===== src/rtl/uart_com_pkg.sv =====
// Shared UART defaults and the receive word-assembler state encoding.
package uart_com_pkg;

  localparam int BAUD_RATE  = 115_200;
  localparam int UART_WIDTH = 8;

  typedef enum logic [1:0] {
    ST_IDLE,
    ST_COLLECT,
    ST_WRITE,
    ST_DONE
  } rx_asm_state_t;

endpackage


===== src/rtl/rx_timeout_counter.sv =====
// Inter-byte idle counter: counts enabled cycles since the last clear, pulses expire on the
// cycle that completes TIMEOUT_CYCLES idle cycles; saturates, no backpressure.
module rx_timeout_counter #(
  parameter int  TIMEOUT_CYCLES = 5_000_000,
  localparam int CNT_W          = $clog2(TIMEOUT_CYCLES + 1)
) (
  input  logic clk,
  input  logic rst,
  input  logic clr,
  input  logic en,
  output logic expire
);

  logic [CNT_W-1:0] cnt_q, cnt_d;

  // The clearing cycle (the byte itself) counts as the first idle cycle boundary.
  always_comb begin
    cnt_d = cnt_q;
    if (clr) begin
      cnt_d = CNT_W'(1);
    end else if (en && (cnt_q != CNT_W'(TIMEOUT_CYCLES))) begin
      cnt_d = cnt_q + 1'b1;
    end
  end

  always_ff @(posedge clk) begin
    if (rst) begin
      cnt_q <= '0;
    end else begin
      cnt_q <= cnt_d;
    end
  end

  assign expire = en && !clr && (cnt_q >= CNT_W'(TIMEOUT_CYCLES - 1));

endmodule


===== src/rtl/uart_rx_word_assembler.sv =====
// Packs UART bytes little-endian into memory words at consecutive addresses; write strobe one
// cycle after a word's final byte, no backpressure. UART_RX_TIMEOUT_EN adds an inter-byte timeout.
module uart_rx_word_assembler
  import uart_com_pkg::*;
#(
  parameter int  MEM_WORD_LENGTH = 48,
  parameter int  MEM_DEPTH       = 4096,
  parameter int  UART_WIDTH      = uart_com_pkg::UART_WIDTH,
  parameter int  TIMEOUT_CYCLES  = 5_000_000,
  localparam int BYTES_PER_WORD  = (MEM_WORD_LENGTH + UART_WIDTH - 1) / UART_WIDTH,
  localparam int ADDR_WIDTH      = $clog2(MEM_DEPTH)
) (
  input  logic                       clk,
  input  logic                       rst,
  input  logic                       start,
  input  logic                       use_end_addr,
  input  logic [ADDR_WIDTH-1:0]      end_addr,
  input  logic                       rx_new_byte_indicate,
  input  logic [UART_WIDTH-1:0]      byteFromRx,
  output logic                       mem_wr_en,
  output logic [ADDR_WIDTH-1:0]      mem_address,
  output logic [MEM_WORD_LENGTH-1:0] dataToMem,
  output logic                       mem_received,
  output logic                       busy,
  output logic                       timeout_err
);

  localparam int ASM_W = BYTES_PER_WORD * UART_WIDTH;
  localparam int IDX_W = (BYTES_PER_WORD > 1) ? $clog2(BYTES_PER_WORD) : 1;
  localparam logic [IDX_W-1:0]      LAST_IDX = IDX_W'(BYTES_PER_WORD - 1);
  localparam logic [ADDR_WIDTH-1:0] TOP_ADDR = ADDR_WIDTH'(MEM_DEPTH - 1);

  rx_asm_state_t              state_q, state_d;
  logic [ADDR_WIDTH-1:0]      addr_q, addr_d, waddr_q, waddr_d, last_q, last_d;
  logic [IDX_W-1:0]           idx_q, idx_d;
  logic [ASM_W-1:0]           asm_q, asm_d, merged;
  logic [MEM_WORD_LENGTH-1:0] data_q, data_d;
  logic                       err_q, err_d;
  logic                       accept, tmo_expire;

  // During WRITE a byte already belongs to the next word, unless this write ends the session.
  assign accept = rx_new_byte_indicate &&
                  ((state_q == ST_COLLECT) || ((state_q == ST_WRITE) && (addr_q != last_q)));

  always_comb begin
    merged = asm_q;
    merged[idx_q*UART_WIDTH +: UART_WIDTH] = byteFromRx;
  end

  always_comb begin
    state_d = state_q;
    addr_d  = addr_q;
    waddr_d = waddr_q;
    last_d  = last_q;
    idx_d   = idx_q;
    asm_d   = asm_q;
    data_d  = data_q;
    err_d   = err_q;
    case (state_q)
      ST_IDLE: begin
        if (start) begin
          last_d  = use_end_addr ? end_addr : TOP_ADDR;
          addr_d  = '0;
          waddr_d = '0;
          idx_d   = '0;
          err_d   = 1'b0;
          state_d = ST_COLLECT;
        end
      end
      ST_COLLECT: begin
        if (tmo_expire) begin
          err_d   = 1'b1;
          state_d = ST_IDLE;
        end
      end
      ST_WRITE: state_d = (addr_q == last_q) ? ST_DONE : ST_COLLECT;
      ST_DONE:  state_d = ST_IDLE;
      default:  state_d = ST_IDLE;
    endcase
    // The output word/address are snapshotted here so they hold steady until the next write.
    if (accept) begin
      asm_d = merged;
      if (idx_q == LAST_IDX) begin
        idx_d   = '0;
        data_d  = merged[MEM_WORD_LENGTH-1:0];
        addr_d  = waddr_q;
        waddr_d = waddr_q + 1'b1;
        state_d = ST_WRITE;
      end else begin
        idx_d = idx_q + 1'b1;
      end
    end
  end

  always_ff @(posedge clk) begin
    if (rst) begin
      state_q <= ST_IDLE;
      addr_q  <= '0;
      waddr_q <= '0;
      last_q  <= '0;
      idx_q   <= '0;
      asm_q   <= '0;
      data_q  <= '0;
      err_q   <= 1'b0;
    end else begin
      state_q <= state_d;
      addr_q  <= addr_d;
      waddr_q <= waddr_d;
      last_q  <= last_d;
      idx_q   <= idx_d;
      asm_q   <= asm_d;
      data_q  <= data_d;
      err_q   <= err_d;
    end
  end

`ifdef UART_RX_TIMEOUT_EN
  logic armed_q, armed_d;

  // Silence before the session's first byte never times out.
  assign armed_d = ((state_q == ST_IDLE) && start) ? 1'b0 : (armed_q | accept);

  always_ff @(posedge clk) begin
    if (rst) begin
      armed_q <= 1'b0;
    end else begin
      armed_q <= armed_d;
    end
  end

  rx_timeout_counter #(
    .TIMEOUT_CYCLES(TIMEOUT_CYCLES)
  ) u_tmo (
    .clk   (clk),
    .rst   (rst),
    .clr   (accept),
    .en    (armed_q && ((state_q == ST_COLLECT) || (state_q == ST_WRITE))),
    .expire(tmo_expire)
  );
`else
  assign tmo_expire = 1'b0;
`endif

  assign mem_wr_en    = (state_q == ST_WRITE);
  assign mem_received = (state_q == ST_DONE);
  assign busy         = (state_q == ST_COLLECT) || (state_q == ST_WRITE);
  assign mem_address  = addr_q;
  assign dataToMem    = data_q;
  assign timeout_err  = err_q;

endmodule


===== config.mk =====
export PLATFORM = sky130hd
export DESIGN_NAME = uart_rx_word_assembler
export DESIGN_NICKNAME = d
export VERILOG_FILES = /design/src/rtl/uart_com_pkg.sv /design/src/rtl/rx_timeout_counter.sv /design/src/rtl/uart_rx_word_assembler.sv
export SDC_FILE = /design/constraint.sdc
export NUM_CORES = 1
export LEC_CHECK = 0
export BUFFER_PORTS_ARGS = -buffer_cell sky130_fd_sc_hd__buf_2
export CAP_MARGIN = 15
export CORE_ASPECT_RATIO = 0.5
export CORE_UTILIZATION = 50
export DETAILED_ROUTE_END_ITERATION = 10
export PLACE_DENSITY_LB_ADDON = 0.25
export SYNTH_ARGS = -nofsm -noshare
export SYNTH_HDL_FRONTEND = slang
export SYNTH_SLANG_ARGS = --single-unit

===== constraint.sdc =====
create_clock -name clk -period 4 [get_ports clk]
set_clock_uncertainty 0.1 [all_clocks]
set_input_delay 0.2 -clock clk [delete_from_list [all_inputs] [get_ports clk]]
set_output_delay 0.2 -clock clk [all_outputs]
set_load 0.1 [all_outputs]

==> impl_metrics.yaml, run 1 <==
timing:
  relSlewSlack_pct: 30.4
  fmax_mhz: 332
  rsz0062_at_grt: "no"
  slew_violations: 0
  post-route-min-period_ns: 3.01
  setup_viol: 0
  fin_setup_tns_ns: 0
  hold_viol: 0
  worstMarginPinSlew_ns: 1.04
  final.period_utilization_pct: 75.2
setup_path:
  critical_path.max_fanout: 15
  cp_data_arrival_time_ns: 3.19
  worstPathRequired_ns: 4.18
  worstPathCellList: "inv_1 > ha_1 > ha_1 > nor4_4 > nand2_1 > o21ai_0 > o21ai_0"
  cp_slowest_cell: "dfxtp_1"
  startpoint_type: "register"
  critPathMaxStageDelay_ns: 0.59
  crit_path_end_kind: "register"
  worst-setup-path-type: "reg -> reg"
synth:
  async_reset_ff_share_pct: 0
  synthMuxAreaShare_pct: 6.55
  synth_top_family_by_area: "compound AO/OA/AOI/OAI gates"
  yosys.area.top_type: "dfxtp_1"
  synth_xor_area_share_pct: 1.78
  synth.cells.most_frequent: "dfxtp_1, a21oi_1, o21ai_0"
  ys_warn_count: 0
  syn-cell-area_um2: 6410
  synth_fp_nets: 776
  synthAdderAreaFrac_pct: 1.95
  synth-simple-area-share_pct: 19.4
  ys_types: 48
  yosysMostFrequentCell: "dfxtp_1"
  ys_seq_area_share_pct: 42.8
  synthFlopType: "dfxtp_1"
  synth_edf_count: 0
  syn_inst: 741
  synth-compound-area-share_pct: 22.5
  ys_ff_latch: 137
  syn_avg_cell_area_um2: 8.66
  yosys-top-cells-area: "dfxtp_1, mux2i_1, a21oi_1"
  synth.top_cell.area_share_pct: 42.8
floorplanning:
  rows: 28
  die_w_um: 162
  io_pins: 89
  coreArea_um2: 12200
  dieArea_um2: 13300
  start_util_pct: 52.8
  die_y_um: 82.1
cts:
  clk_pin_slew_ns: 0.06
  postCtsSetupBuffers: 0
  clk_latency_ns: 0.42
  cts_tree: "done"
  cts_buffer_depth: 2
  cts_num_sinks: 137
  root_buffer: "clkbuf_16"
  numCtsBuffers: 17
  htreeDepth: 4
grt:
  grt_first_pass_wirelength_mm: 27.1
  grt_usage_pct: 26.1
  grt_max_degree: 103
  overflow: 0
  grt_pass1_vias: 5347
  antenna_found_initial: 0
job:
  cap_violations: 0
place:
  gp_congestion: 0.854
  detailed_place_hpwl_mm: 11.0
  portBuffers: 87
finish:
  areaGrowthSynthToFinish_pct: 19.8
  regArea_um2: 2740
  final_nets: 835
  n_fill_cell: 1032
  n_antenna_cell: 0
  layout-drive-gt1-share_pct: 18.5
  multi_input_area_um2: 3370
power_and_ir_drop:
  vdd_drop_max_uv: 216
  total_power_w: 0.00338
  p_leak_nw: 2.86
  power.density_nw_per_um2: 440
routing:
  wl_per_cell_um: 17.2
  vias: 5746
  vias_per_cell: 5.88
  ant_nets: 0
  routed_wl_mm: 16.8
  drt-initial-drc-count: 427
  drc: 0
  first_pass_iters: 5
status:
  outcome: "complete, no violations"
hold_path:
  hp-class: "in -> reg"
per-layer routing:
layer,vias to the layer above,wire length (um),global-route usage (%)
li1,2796,-,-
met1,2751,8140,35.4
met2,186,7600,42.1
met3,13,969,5.15
met4,0,137,8.02
met5,-,0,0
sequential cells by signal, indices dropped and copies added (netlist names):
name,cells
asm_q,48
dataToMem,48
last_q,12
mem_address,12
waddr_q,12
idx_q,3
state_q,2
what timing repair did:
| item | CTS | global route |
|---|---|---|
| gates resized for setup | 0 | 0 |
| hold buffers | 11 | 0 |
| hold endpoints to repair | 11 | 0 |
cell type report:
type	count	share of cell area [%]
clock inverters	10	2.15
multi-input cells	527	43.9
repair buffers	111	8.99
flip-flops and latches	137	35.7
inverters	6	0.293
clock buffers	22	6.30
well taps	165	2.69
stage by stage:
stage	area, um2	hold slack, ns	util [%]	cells	worst slack [ns]
3_3_place_gp	6900	0.358	56.7	934	1.24
6_report	7680	0.0188	63.2	978	0.991
4_1_cts	7650	0.0121	63.0	977	1.04
2_1_floorplan	6410	0.271	-	741	1.29
3_5_place_dp	6900	0.364	56.7	934	1.13
5_1_grt	7680	0.0519	63.2	978	0.743
placed cells by master, fill, tap and decap left out, drive strengths merged, types with 3 or more instances in the layout:
cell type / n
nor2b: 33
bufinv: 4
o211ai: 26
a211oi: 42
nor4: 7
nor2: 38
and2: 5
o21ai: 63
ha: 10
nand2b: 30
mux2i: 42
nor3b: 12
dfxtp: 137
dlygate4sd3: 11
clkinvlp: 3
xor2: 13
clkbuf: 22
nor3: 17
a31oi: 4
a21oi: 82
or2: 11
o31ai: 5
nand2: 28
clkinv: 3
nand3: 31
inv: 6
buf: 100
a311oi: 7
or4: 3
kinds of logic after synthesis:
| family | count (synthesis) |
|---|---|
| AO/OA/AOI/OAI | 237 |
| AND/OR/NAND/NOR | 224 |
| flip-flops | 137 |
| buffers and inverters | 77 |
| multiplexers | 42 |
| XOR/XNOR | 13 |
| adder cells (fa/ha/maj) | 10 |
| other | 1 |
path summary, 6_finish.rpt:
path,endpoint,from,slack (ns),depth (start not counted)
max,asm_q[0],idx_q[0],0.99,7
min,last_q[5],end_addr[5],0.02,3
max reg2reg,asm_q[0],idx_q[0],0.99,7
min reg2reg,asm_q[25],asm_q[25],0.38,2
critical path, delay by kind of cell, from the launching register on:
kind | cells | cell delay (ns)
flip-flops | 1 | 0.59
buffers and inverters | 1 | 0.18
AND/OR/NAND/NOR | 2 | 0.88
adder cells (fa/ha/maj) | 2 | 0.60
AO/OA/AOI/OAI | 2 | 0.51
power by group:
part / total [W] / internal, W / switching [W]
combinational: 0.000267 / 0.0000820 / 0.000185
clock: 0.00171 / 0.00111 / 0.000603
sequential: 0.00140 / 0.00138 / 0.0000156
total: 0.00338 / 0.00258 / 0.000803
Note: power is estimated with default switching activity, not from simulation.
==> run 2, diff against run 1 <==
Clock period 4 ns to 2.9 ns, I/O delays scaled along.
==> run 2 against run 1 <==
Against the previous run: worst setup slack worse by 0.66 ns; flip-flop and latch count stayed put; total power is 36% higher; critical endpoint is now asm_q[46]; largest cell class unchanged.
==> impl_metrics.yaml, run 2 (synthesized netlist as in run 1, its figures left out) <==
timing:
  slew_violations: 0
  fmax_mhz: 389
  setup_viol: 0
  relSlewSlack_pct: 46.0
  fin_setup_tns_ns: 0
  hold_slack_ns: 0.0131
  worstMarginPinSlew_ns: 0.808
  final.period_utilization_pct: 88.6
  post-route-min-period_ns: 2.57
  hold_viol: 0
  rsz0062_at_grt: "no"
  layout_setup_ws_ns: 0.331
place:
  place_inst: 939
  place_area_um2: 6970
  portBuffers: 87
  place_ws_ns: 0.354
  detailed_place_hpwl_mm: 10.7
  gp_congestion: 0.825
routing:
  routed_wl_mm: 16.6
  met3_length_um: 954
  vias_per_cell: 5.84
  first_pass_iters: 5
  vias: 5747
  wl_per_cell_um: 16.9
  highest_layer: "met4"
  drt-initial-drc-count: 612
  drc: 0
  wl_met2_mm: 7.30
  ant_nets: 0
  wl_met1_mm: 8.20
setup_path:
  cp_slowest_cell: "or3_1"
  critPathMaxStageDelay_ns: 0.67
  crit_family: "simple AND/OR/NAND/NOR gates"
  worstPathRequired_ns: 3.14
  path_buf_inv: 1
  startpoint_type: "register"
  worstPathCellList: "inv_1 > ha_1 > ha_1 > or3_1 > or2_1 > o21ai_1"
  cp_data_arrival_time_ns: 2.81
  crit_top_cell: "ha_1"
  crit_path_end_kind: "register"
  worstSetupPathDepth: 6
  r2r.worst_path.cells: 6
  worst-setup-path-type: "reg -> reg"
  critical_path.max_fanout: 24
grt:
  overflow: 0
  grt_first_pass_wirelength_mm: 26.9
  grt_max_degree: 73
  grt_usage_pct: 25.8
  grt_pass1_vias: 5211
  antenna_found_initial: 0
power_and_ir_drop:
  sw_frac_of_total_pct: 24.0
  pwr-share-seq_pct: 42.0
  power.density_nw_per_um2: 594
  p_leak_nw: 2.87
  internal_power_w: 0.00349
  vdd_drop_max_uv: 282
  p_clk_share_pct: 49.7
  switching_power_w: 0.00110
  combPwrFrac_pct: 8.3
cts:
  clk_pin_slew_ns: 0.06
  cts_tree: "done"
  cts_resized: 0
  cts_buffer_depth: 2
  numCtsBuffers: 17
  htreeDepth: 4
  root_buffer: "clkbuf_16"
  cts_num_sinks: 137
  clk_latency_ns: 0.41
floorplanning:
  coreArea_um2: 12200
  rows: 28
  die_w_um: 162
  die_y_um: 82.1
  dieArea_um2: 13300
  start_util_pct: 52.8
  io_pins: 89
hold_path:
  min_path_cells: 3
  hp-class: "in -> reg"
finish:
  final_nets: 841
  finalInstanceArea_um2: 7720
  layout_commonest_cell: "dfxtp_1"
  layout_common_cells: "dfxtp_1, buf_2, a21oi_1"
  layout-drive-gt1-share_pct: 18.7
  post_layout_nonfiller_instances: 984
  n_antenna_cell: 0
  areaGrowthSynthToFinish_pct: 20.4
status:
  outcome: "complete, no violations"
job:
  cap_violations: 0
==> run 2: through the flow <==
| step | utilization (%) | power [W] |
|---|---|---|
| 6_report | 63.5 | 0.00459 |
| 3_5_place_dp | 57.3 | 0.00233 |
| 4_1_cts | 63.5 | 0.00460 |
| 2_1_floorplan | - | 0.00222 |
| 3_3_place_gp | 57.3 | 0.00232 |
| 5_1_grt | 63.5 | 0.00473 |
==> run 2: layer usage <==
| metal | vias to the layer above | GRT usage [%] |
|---|---|---|
| met3 | 16 | 4.95 |
| met4 | 0 | 7.92 |
| met1 | 2754 | 36.3 |
| met5 | - | 0 |
| met2 | 170 | 40.3 |
| li1 | 2807 | - |
==> run 2: cell type report <==
cell class	instances	area (um2)
Fill cell	1028	4440
Multi-Input combinational cell	527	3370
Sequential cell	137	2740
Timing Repair Buffer	117	758
Clock buffer	20	447
Tap cell	165	206
Clock inverter	12	174
Inverter	6	22.5
==> run 2: final timing paths <==
| path | from | endpoint | slack, ns |
|---|---|---|---|
| worst max register to register | idx_q[1] | asm_q[46] | 0.33 |
| worst min-delay path | byteFromRx[4] | dataToMem[4] | 0.01 |
| worst max-delay path | idx_q[1] | asm_q[46] | 0.33 |
| worst min register to register | asm_q[4] | dataToMem[4] | 0.37 |
==> run 2: repair_timing <==
| item | 4_1_cts | 5_1_grt |
|---|---|---|
| hold buffers | 13 | 0 |
| hold endpoints to repair | 13 | 0 |
| buffers inserted | 0 | 0 |
==> run 2: power groups by stage <==
stage	sequential (W)	clock [W]	combinational, W
2_1_floorplan	0.00197	0	0.000250
3_3_place_gp	0.00197	0	0.000355
3_5_place_dp	0.00197	0	0.000359
4_1_cts	0.00193	0.00230	0.000374
5_1_grt	0.00193	0.00238	0.000412
6_report	0.00193	0.00228	0.000379
==> run 2: worst reg2reg max path, cell delays in order, from the launching register on <==
cell and delay, ns:
dfxtp_1 0.46, inv_1 0.11, ha_1 0.20, ha_1 0.36
or3_1 0.68, or2_1 0.44, o21ai_1 0.15
